$ cat src/rtl/univ_shift_reg.sv
// Universal shift register: parallel load, single-step shift/rotate/ASR,
// and a multi-step engine that repeats one operation a programmed number
// of times behind a start/busy/done handshake.
module univ_shift_reg #(
  parameter int WIDTH = 8,
  localparam int CNT_W = $clog2(WIDTH + 1)
) (
  input  logic             sclk,
  input  logic             srst_n,
  input  logic             en,
  input  logic [2:0]       mode,
  input  logic [WIDTH-1:0] D,
  input  logic             sin_l,
  input  logic             sin_r,
  input  logic             start,
  input  logic [CNT_W-1:0] amount,
  output logic [WIDTH-1:0] Q,
  output logic             sout_l,
  output logic             sout_r,
  output logic             busy,
  output logic             done,
  output logic             dbg_state
);

  // Operation encoding shared by single-step and multi-step paths.
  localparam logic [2:0] OP_HOLD = 3'b000;
  localparam logic [2:0] OP_LOAD = 3'b001;
  localparam logic [2:0] OP_SHL  = 3'b010;
  localparam logic [2:0] OP_SHR  = 3'b011;
  localparam logic [2:0] OP_ROL  = 3'b100;
  localparam logic [2:0] OP_ROR  = 3'b101;
  localparam logic [2:0] OP_ASR  = 3'b110;
  localparam logic [2:0] OP_CLR  = 3'b111;

  typedef enum logic {
    IDLE = 1'b0,
    RUN  = 1'b1
  } state_t;

  // Handshake: start is sampled only in IDLE. A nonzero amount raises busy
  // from the next cycle for exactly amount cycles; done then pulses for one
  // cycle with busy low. amount==0 skips RUN and pulses done next cycle.
  // start is accepted again in the cycle done is high.
  state_t           state;
  logic [2:0]       op_r;
  logic [WIDTH-1:0] d_r;
  logic [CNT_W-1:0] cnt;

  // One step of the selected operation applied to the current contents.
  function automatic logic [WIDTH-1:0] step_fn(
    input logic [2:0]       op,
    input logic [WIDTH-1:0] q,
    input logic [WIDTH-1:0] d,
    input logic             sl,
    input logic             sr
  );
    logic [WIDTH-1:0] r;
    r = q;
    case (op)
      OP_HOLD: r = q;
      OP_LOAD: r = d;
      OP_SHL:  r = {q[WIDTH-2:0], sl};
      OP_SHR:  r = {sr, q[WIDTH-1:1]};
      OP_ROL:  r = {q[WIDTH-2:0], q[WIDTH-1]};
      OP_ROR:  r = {q[0], q[WIDTH-1:1]};
      OP_ASR:  r = {q[WIDTH-1], q[WIDTH-1:1]};
      OP_CLR:  r = '0;
      default: r = q;
    endcase
    return r;
  endfunction

  // Control FSM and datapath; D is captured at start so LOAD repeats use the
  // value present at launch rather than whatever appears while busy.
  always_ff @(posedge sclk or negedge srst_n) begin
    if (!srst_n) begin
      state <= IDLE;
      Q     <= '0;
      op_r  <= OP_HOLD;
      d_r   <= '0;
      cnt   <= '0;
      busy  <= 1'b0;
      done  <= 1'b0;
    end else begin
      case (state)
        IDLE: begin
          done <= 1'b0;
          if (start) begin
            op_r <= mode;
            d_r  <= D;
            cnt  <= amount;
            if (amount != '0) begin
              state <= RUN;
              busy  <= 1'b1;
            end else begin
              done <= 1'b1;
            end
          end else if (en) begin
            Q <= step_fn(mode, Q, D, sin_l, sin_r);
          end
        end
        RUN: begin
          Q   <= step_fn(op_r, Q, d_r, sin_l, sin_r);
          cnt <= cnt - CNT_W'(1);
          if (cnt == CNT_W'(1)) begin
            state <= IDLE;
            busy  <= 1'b0;
            done  <= 1'b1;
          end
        end
        default: state <= IDLE;
      endcase
    end
  end

  assign sout_l    = Q[WIDTH-1];
  assign sout_r    = Q[0];
  assign dbg_state = (state == RUN);

endmodule
$ cat config.mk
export PLATFORM = sky130hd
export DESIGN_NAME = univ_shift_reg
export DESIGN_NICKNAME = d
export VERILOG_FILES = /design/src/rtl/univ_shift_reg.sv
export SDC_FILE = /design/constraint.sdc
export NUM_CORES = 1
export LEC_CHECK = 0
export CAP_MARGIN = 25
export CORE_UTILIZATION = 45
export CTS_CLUSTER_SIZE = 10
export DETAILED_ROUTE_END_ITERATION = 7
export GPL_TIMING_DRIVEN = 0
export PLACE_DENSITY_LB_ADDON = 0.2
export SLEW_MARGIN = 20
export SYNTH_ARGS = -nofsm -noshare
export SYNTH_HDL_FRONTEND = slang
export SYNTH_SLANG_ARGS = --single-unit
$ cat constraint.sdc
create_clock -name sclk -period 1.7 [get_ports sclk]
set_input_delay 0.34 -clock sclk [delete_from_list [all_inputs] [get_ports sclk]]
set_output_delay 0.34 -clock sclk [all_outputs]
set_load 0.05 [all_outputs]
==> impl_metrics.env, run 1 <==
export IMPL_cts_root_buffer="clkbuf_8"
export IMPL_ir_drop_mv=0.964
export IMPL_clkLatencyLatePin_ns=0.28
export IMPL_status="completed"
export IMPL_synthesis_yosys_warnings=0
export IMPL_crit_path_start_kind="register"
export IMPL_maxSlewViolCount=0
export IMPL_start_util=0.474
export IMPL_worst_clock_skew_ns=0.0132
export IMPL_top_fanout_value_on_the_critical_path=8
export IMPL_cts_clk_slew_worst_paths_ns=0.11
export IMPL_num_nets_final=246
export IMPL_antenna_left=0
export IMPL_synth_seq_area_share=0.372
export IMPL_finalCritPeriodShare=0.976
export IMPL_hold_violations=0
export IMPL_cts_tree="done"
export IMPL_via_count=1612
export IMPL_p_sw_uw=2120
export IMPL_grt_use_total=0.240
export IMPL_yosys_top_cells_area="dfrtp_1 37%, mux2_2 9.7%, a221oi_1 6.0%"
export IMPL_worstPathCellList="dlygate4sd2_1"
export IMPL_critPathLaunch="Q[3]"
export IMPL_cts_htree_levels=1
export IMPL_n_fill_cell=345
export IMPL_insertedDiodeCount=0
export IMPL_synth_edf_count=0
export IMPL_leakage_power_uw=0.000921
export IMPL_clkSinkCount=26
export IMPL_detailedPlace_worstSlack_ns=-0.454
export IMPL_final_min_clock_period_ns=1.66
export IMPL_ys_async_sr_fraction=1.00
export IMPL_comb_power_share=0.595
export IMPL_std_cell_rows=22
export IMPL_grt_pass1_wl_um=7630
export IMPL_grt_ovfl_total=0
export IMPL_end_kind="output port"
export IMPL_cp_slowest_cell="dlygate4sd2_1"
export IMPL_drive_gt1_frac=0.198
export IMPL_via_count_of_the_first_global_routing_pass=1541
export IMPL_clkPwrFrac=0.117
export IMPL_synthCells=186
export IMPL_final_cell_count_without_fillers=270
export IMPL_post_synth_top_count_cell="dfrtp_1"
export IMPL_critPathBufInv=1
export IMPL_dpl_cell_count=266
export IMPL_cp_data_required_time_ns=1.36
export IMPL_grt_max_degree=27
export IMPL_ff_to_ff_start="op_r[0]"
export IMPL_routabilityCongestion=0.880
export IMPL_routed_wl_um=4590
export IMPL_post_synth_most_frequent_cells="26 x dfrtp_1, 19 x nor2_1, 16 x o21ai_0"
export IMPL_cts_buffers_inserted=3
export IMPL_netSwitchingFraction=0.471
export IMPL_yosysTopAreaCellShare=0.372
export IMPL_drv_max_cap_violation_count=0
export IMPL_synth_seq_cells=26
export IMPL_critPathTopFamily="buffers and inverters"
export IMPL_synth_largest_area_cell="dfrtp_1"
export IMPL_initialDrtViolationCount=56
export IMPL_clock_tree_buffer_depth=2
export IMPL_syn_mean_instance_area_um2=9.40
export IMPL_rsz0062_at_grt="yes"
export IMPL_die_x_um=64.3
export IMPL_achievable_frequency_mhz=603
export IMPL_power_density_nw_per_um2=2040
export IMPL_drc=0
export IMPL_cp_slowest_stage_delay_ns=0.56
export IMPL_relSlewSlack=0.593
export IMPL_core_area_um2=3690
export IMPL_synth_ff_type="dfrtp_1"
export IMPL_hold_path_class="input port to async pin"
export IMPL_netlist_cell_type_count=43
export IMPL_drt_first_pass_iters=4
export IMPL_post_dp_hpwl_um=3300
export IMPL_die_height_um=64.3
export IMPL_timing_worst_slew_pin_value_ns=0.610
export IMPL_cp_arrival_ns=1.32
export IMPL_io_pins=34
export IMPL_syn_to_final_growth_pct=26.5
export IMPL_die_area_um2=4140
export IMPL_drt_via_density=5.97
export IMPL_cts_repair_timing_setup_buffer_count=0
export IMPL_wl_per_cell_um=17.0
export IMPL_grt_antenna_before_repair=0
export IMPL_synth_fp_nets=209
export IMPL_total_internal_power_uw=2390
export IMPL_finalSetupViolations=0
export IMPL_flop_pwr_share=0.288
export IMPL_setup_slack_ns=0.0410
export IMPL_buffer_ports_inserted=32
export IMPL_netlist_area_um2=1750
export IMPL_worst_setup_path_type="register to output port"
==> path summary, 6_finish.rpt <==
check	end	slack, ns	depth (start not counted)
worst max-delay path	Q[3]	0.04	1
worst min-delay path	d_r[7]	0.05	1
worst max register to register	Q[5]	0.05	6
worst min register to register	d_r[4]	0.51	1
max in group asynchronous	dbg_state	1.20	1
min in group sclk	done	0.33	3
==> power groups by stage <==
stage,logic (uW),registers (uW),clock network (uW)
floorplan,1590,1620,0
global placement,2650,1270,0
detailed placement,2700,1300,0
CTS,2620,1280,539
global route,2900,1340,574
finish,2690,1300,529
==> per-stage QoR <==
step | hold WS (ns) | cell area, um^2 | setup TNS [ns] | power (uW) | utilization
2_1_floorplan | 0.0444 | 1750 | 0 | 3220 | -
3_3_place_gp | 0.463 | 2130 | -4.45 | 3930 | 0.578
3_5_place_dp | 0.385 | 2130 | -3.19 | 4000 | 0.576
4_1_cts | 0.0840 | 2190 | 0 | 4450 | 0.594
5_1_grt | 0.0976 | 2210 | -0.0779 | 4820 | 0.600
6_report | 0.0550 | 2210 | 0 | 4510 | 0.600
==> state kept, by name, summed over array words and instances, names as in the netlist <==
name,count
Q,8
busy,1
dbg_state,1
op_r,3
done,1
d_r,8
cnt,4
==> logic make-up after synthesis <==
kind of cell | Yosys count | share of synthesized area
muxes | 23 | 0.147
xor gates and xnor gates | 2 | 0.0100
adders and majority gates | 2 | 0.0143
and+or+nand+nor | 50 | 0.143
buffers and inverters | 22 | 0.0622
DFF | 26 | 0.372
AOI/OAI and AO/OA | 61 | 0.252
==> layer usage <==
layer | up-vias | GRT usage | part of all wire
li1 | 766 | - | -
met1 | 793 | 0.309 | 0.46
met2 | 49 | 0.401 | 0.48
met3 | 4 | 0.0607 | 0.052
met4 | 0 | 0.0583 | 0.0096
met5 | - | 0 | 0
==> area by class of cell <==
cell class,count,area [um^2],share of cell area
Clock inverter,1,30.0,0.0136
Clock buffer,3,41.3,0.0187
Buffer,15,100,0.0452
Sequential cell,26,652,0.295
Tap cell,48,60.1,0.0271
Multi-Input combinational cell,138,1010,0.456
Timing Repair Buffer,32,294,0.133
Inverter,7,26.3,0.0119
==> layout by cell type, fill, tap and decap left out, drive strengths merged, types with 2 or more instances in the layout <==
| cell | synthesis | routed |
|---|---|---|
| nand2 | 11 | 11 |
| o22ai | 4 | 4 |
| o32a | 6 | 6 |
| and3b | 2 | 2 |
| clkdlybuf4s50 | 0 | 15 |
| or3 | 2 | 2 |
| nor3b | 2 | 2 |
| ha | 2 | 2 |
| nand2b | 3 | 3 |
| a21o | 2 | 2 |
| dfrtp | 26 | 26 |
| nor3 | 3 | 3 |
| mux2i | 2 | 2 |
| xor2 | 2 | 2 |
| or2 | 3 | 3 |
| o21ai | 16 | 16 |
| o211ai | 2 | 2 |
| nor2 | 19 | 19 |
| dlygate4sd2 | 0 | 8 |
| a21oi | 8 | 8 |
| a21boi | 2 | 2 |
| clkdlybuf4s15 | 0 | 5 |
| a31oi | 2 | 2 |
| buf | 10 | 11 |
| inv | 7 | 7 |
| nor2b | 2 | 2 |
| clkbuf | 5 | 11 |
| a221oi | 12 | 12 |
| mux2 | 21 | 21 |
==> repair_timing <==
action / CTS / global route
setup endpoints to repair: 21 / 17
hold buffers: 0 / 0
resized for setup: 24 / 15
Note: power is estimated with default switching activity, not from simulation.
==> run 2: changes to the inputs <==
--- a/config.mk
+++ b/config.mk
@@ -6,7 +6,10 @@
 export NUM_CORES = 1
 export LEC_CHECK = 0
 export CAP_MARGIN = 25
-export CORE_UTILIZATION = 45
+export CELL_PAD_IN_SITES_DETAIL_PLACEMENT = 2
+export CELL_PAD_IN_SITES_GLOBAL_PLACEMENT = 2
+export CORE_UTILIZATION = 31
+export CTS_BUF_LIST = sky130_fd_sc_hd__clkbuf_8 sky130_fd_sc_hd__clkbuf_16
 export CTS_CLUSTER_SIZE = 10
 export DETAILED_ROUTE_END_ITERATION = 7
 export GPL_TIMING_DRIVEN = 0
==> impl_metrics.env, run 2 (synthesis results as in run 1) <==
export IMPL_cp_num_cells=1
export IMPL_status="completed"
export IMPL_cts_buffers_inserted=3
export IMPL_final_core_util=0.425
export IMPL_grt_ovfl_total=0
export IMPL_n_fill_cell=598
export IMPL_io_pins=34
export IMPL_post_dp_hpwl_um=4310
export IMPL_cts_htree_levels=1
export IMPL_clkSinkCount=26
export IMPL_top_fanout_value_on_the_critical_path=6
export IMPL_layout_area_seq_um2=654
export IMPL_wl_per_cell_um=20.4
export IMPL_hold_path_class="input port to async pin"
export IMPL_routabilityCongestion=0.827
export IMPL_buffer_ports_inserted=32
export IMPL_top_regs="Q: 8 flops, d_r: 8 flops, cnt: 4 flops"
export IMPL_worst_clock_skew_ns=0.00595
export IMPL_drive_gt1_frac=0.267
export IMPL_clkLatencyLatePin_ns=0.28
export IMPL_total_power_uw=4620
export IMPL_num_nets_final=245
export IMPL_die_area_um2=5950
export IMPL_drt_first_pass_iters=4
export IMPL_timing_worst_slew_pin_value_ns=0.625
export IMPL_worst_r2r_setup_slack_ns=0.05
export IMPL_start_util=0.332
export IMPL_ir_drop_mv=0.642
export IMPL_cp_arrival_ns=1.32
export IMPL_power_density_nw_per_um2=2060
export IMPL_cts_repair_timing_setup_buffer_count=0
export IMPL_hold_violations=0
export IMPL_cts_clk_slew_worst_paths_ns=0.10
export IMPL_worstPathCellList="clkdlybuf4s15_1"
export IMPL_rr_endpoint="Q[5]"
export IMPL_dpl_cell_area_um2=2150
export IMPL_detail_route_wirelength_met1_um=2710
export IMPL_multi_input_combinational_cell_area_um2=1030
export IMPL_grt_antenna_before_repair=0
export IMPL_maxSlewViolCount=0
export IMPL_mostFrequentLayoutCell="dfrtp_1"
export IMPL_worst_reg2reg_path_depth=6
export IMPL_initialDrtViolationCount=57
export IMPL_routed_wl_um=5920
export IMPL_critPathTopFamily="buffers and inverters"
export IMPL_critPathBufInv=1
export IMPL_met3_wirelength_um=176
export IMPL_syn_to_final_growth_pct=27.9
export IMPL_achievable_frequency_mhz=601
export IMPL_insertedDiodeCount=0
export IMPL_fin_area_um2=2240
export IMPL_setup_slack_ns=0.0371
export IMPL_cp_data_required_time_ns=1.36
export IMPL_std_cell_rows=26
export IMPL_post_cts_hold_buffer_count=0
export IMPL_layout_common_cells="23 x dfrtp_1, 18 x nor2_1, 16 x mux2_2, 16 x o21ai_0, 15 x clkdlybuf4s50_1"
export IMPL_cp_slowest_cell="clkdlybuf4s15_1"
export IMPL_relSlewSlack=0.583
export IMPL_via_count=1649
export IMPL_drt_via_density=5.67
export IMPL_finalSetupViolations=0
export IMPL_grt_pass1_wl_um=9430
export IMPL_finalCritPeriodShare=0.978
export IMPL_via_count_of_the_first_global_routing_pass=1792
export IMPL_worst_setup_path_type="register to output port"
export IMPL_cp_slowest_stage_delay_ns=0.54
export IMPL_crit_path_start_kind="register"
export IMPL_detailedPlace_worstSlack_ns=-0.527
export IMPL_end_kind="output port"
export IMPL_core_area_um2=5270
export IMPL_final_min_clock_period_ns=1.66
export IMPL_die_x_um=77.1
export IMPL_fin_tns_setup_ns=0
export IMPL_ff_to_ff_start="op_r[0]"
export IMPL_die_height_um=77.1
export IMPL_leakage_power_uw=0.000922
export IMPL_drv_max_cap_violation_count=0
export IMPL_met2RoutedLength_um=2980
export IMPL_antenna_left=0
export IMPL_grt_use_total=0.204
export IMPL_grt_max_degree=27
export IMPL_cts_root_buffer="clkbuf_8"
export IMPL_cts_tree="done"
export IMPL_drc=0
export IMPL_route_top_layer_used="met4"
export IMPL_clock_tree_buffer_depth=2
[run 2: worst max path at each step]
stage / startpoint / end / slack [ns]
global route: dbg_state / Q[4] / -0.07
finish: Q[1] / Q[1] / 0.04
floorplan: dbg_state / Q[7] / 0.07
CTS: Q[2] / Q[2] / 0.002
global placement: mode[0] / Q[2] / -0.53
detailed placement: mode[0] / Q[5] / -0.53
[run 2: final cells by class]
class	instances	area share
Buffer	14	0.0453
Clock buffer	4	0.0246
Inverter	7	0.0117
Multi-Input combinational cell	138	0.460
Sequential cell	26	0.293
Tap cell	70	0.0391
Timing Repair Buffer	32	0.127
[run 2: routing by layer]
layer  vias to the layer above  track usage
met3                         5       0.0250
met2                        37        0.370
li1                        770            -
met1                       837        0.257
met4                         0       0.0453
met5                         -            0
[run 2: where the power goes]
group / total [uW] / leakage [uW] / internal [uW] / switching (uW)
clock: 424 / 0.0000288 / 208 / 216
combinational: 2850 / 0.000594 / 1160 / 1690
sequential: 1350 / 0.000299 / 944 / 401
total: 4620 / 0.000922 / 2310 / 2310
[run 2: what timing repair did]
item	CTS	global route
gates resized for setup	34	23
setup endpoints to repair	21	18
pin swaps	1	3
[run 2: per-stage QoR]
| step | hold WS [ns] | cells |
|---|---|---|
| final | 0.0652 | 291 |
| after global routing | 0.101 | 291 |
| after CTS | 0.0861 | 292 |
| after detailed placement | 0.399 | 288 |
| after global placement | 0.467 | 288 |
| after floorplan | 0.0444 | 186 |
[run 2: worst register-to-register path: stages (launching register included)]
cell and delay, ns:
dfrtp_1 0.33, clkbuf_4 0.17, buf_6 0.15, mux2_2 0.36
a221oi_2 0.30, o32a_1 0.18, a21oi_1 0.06
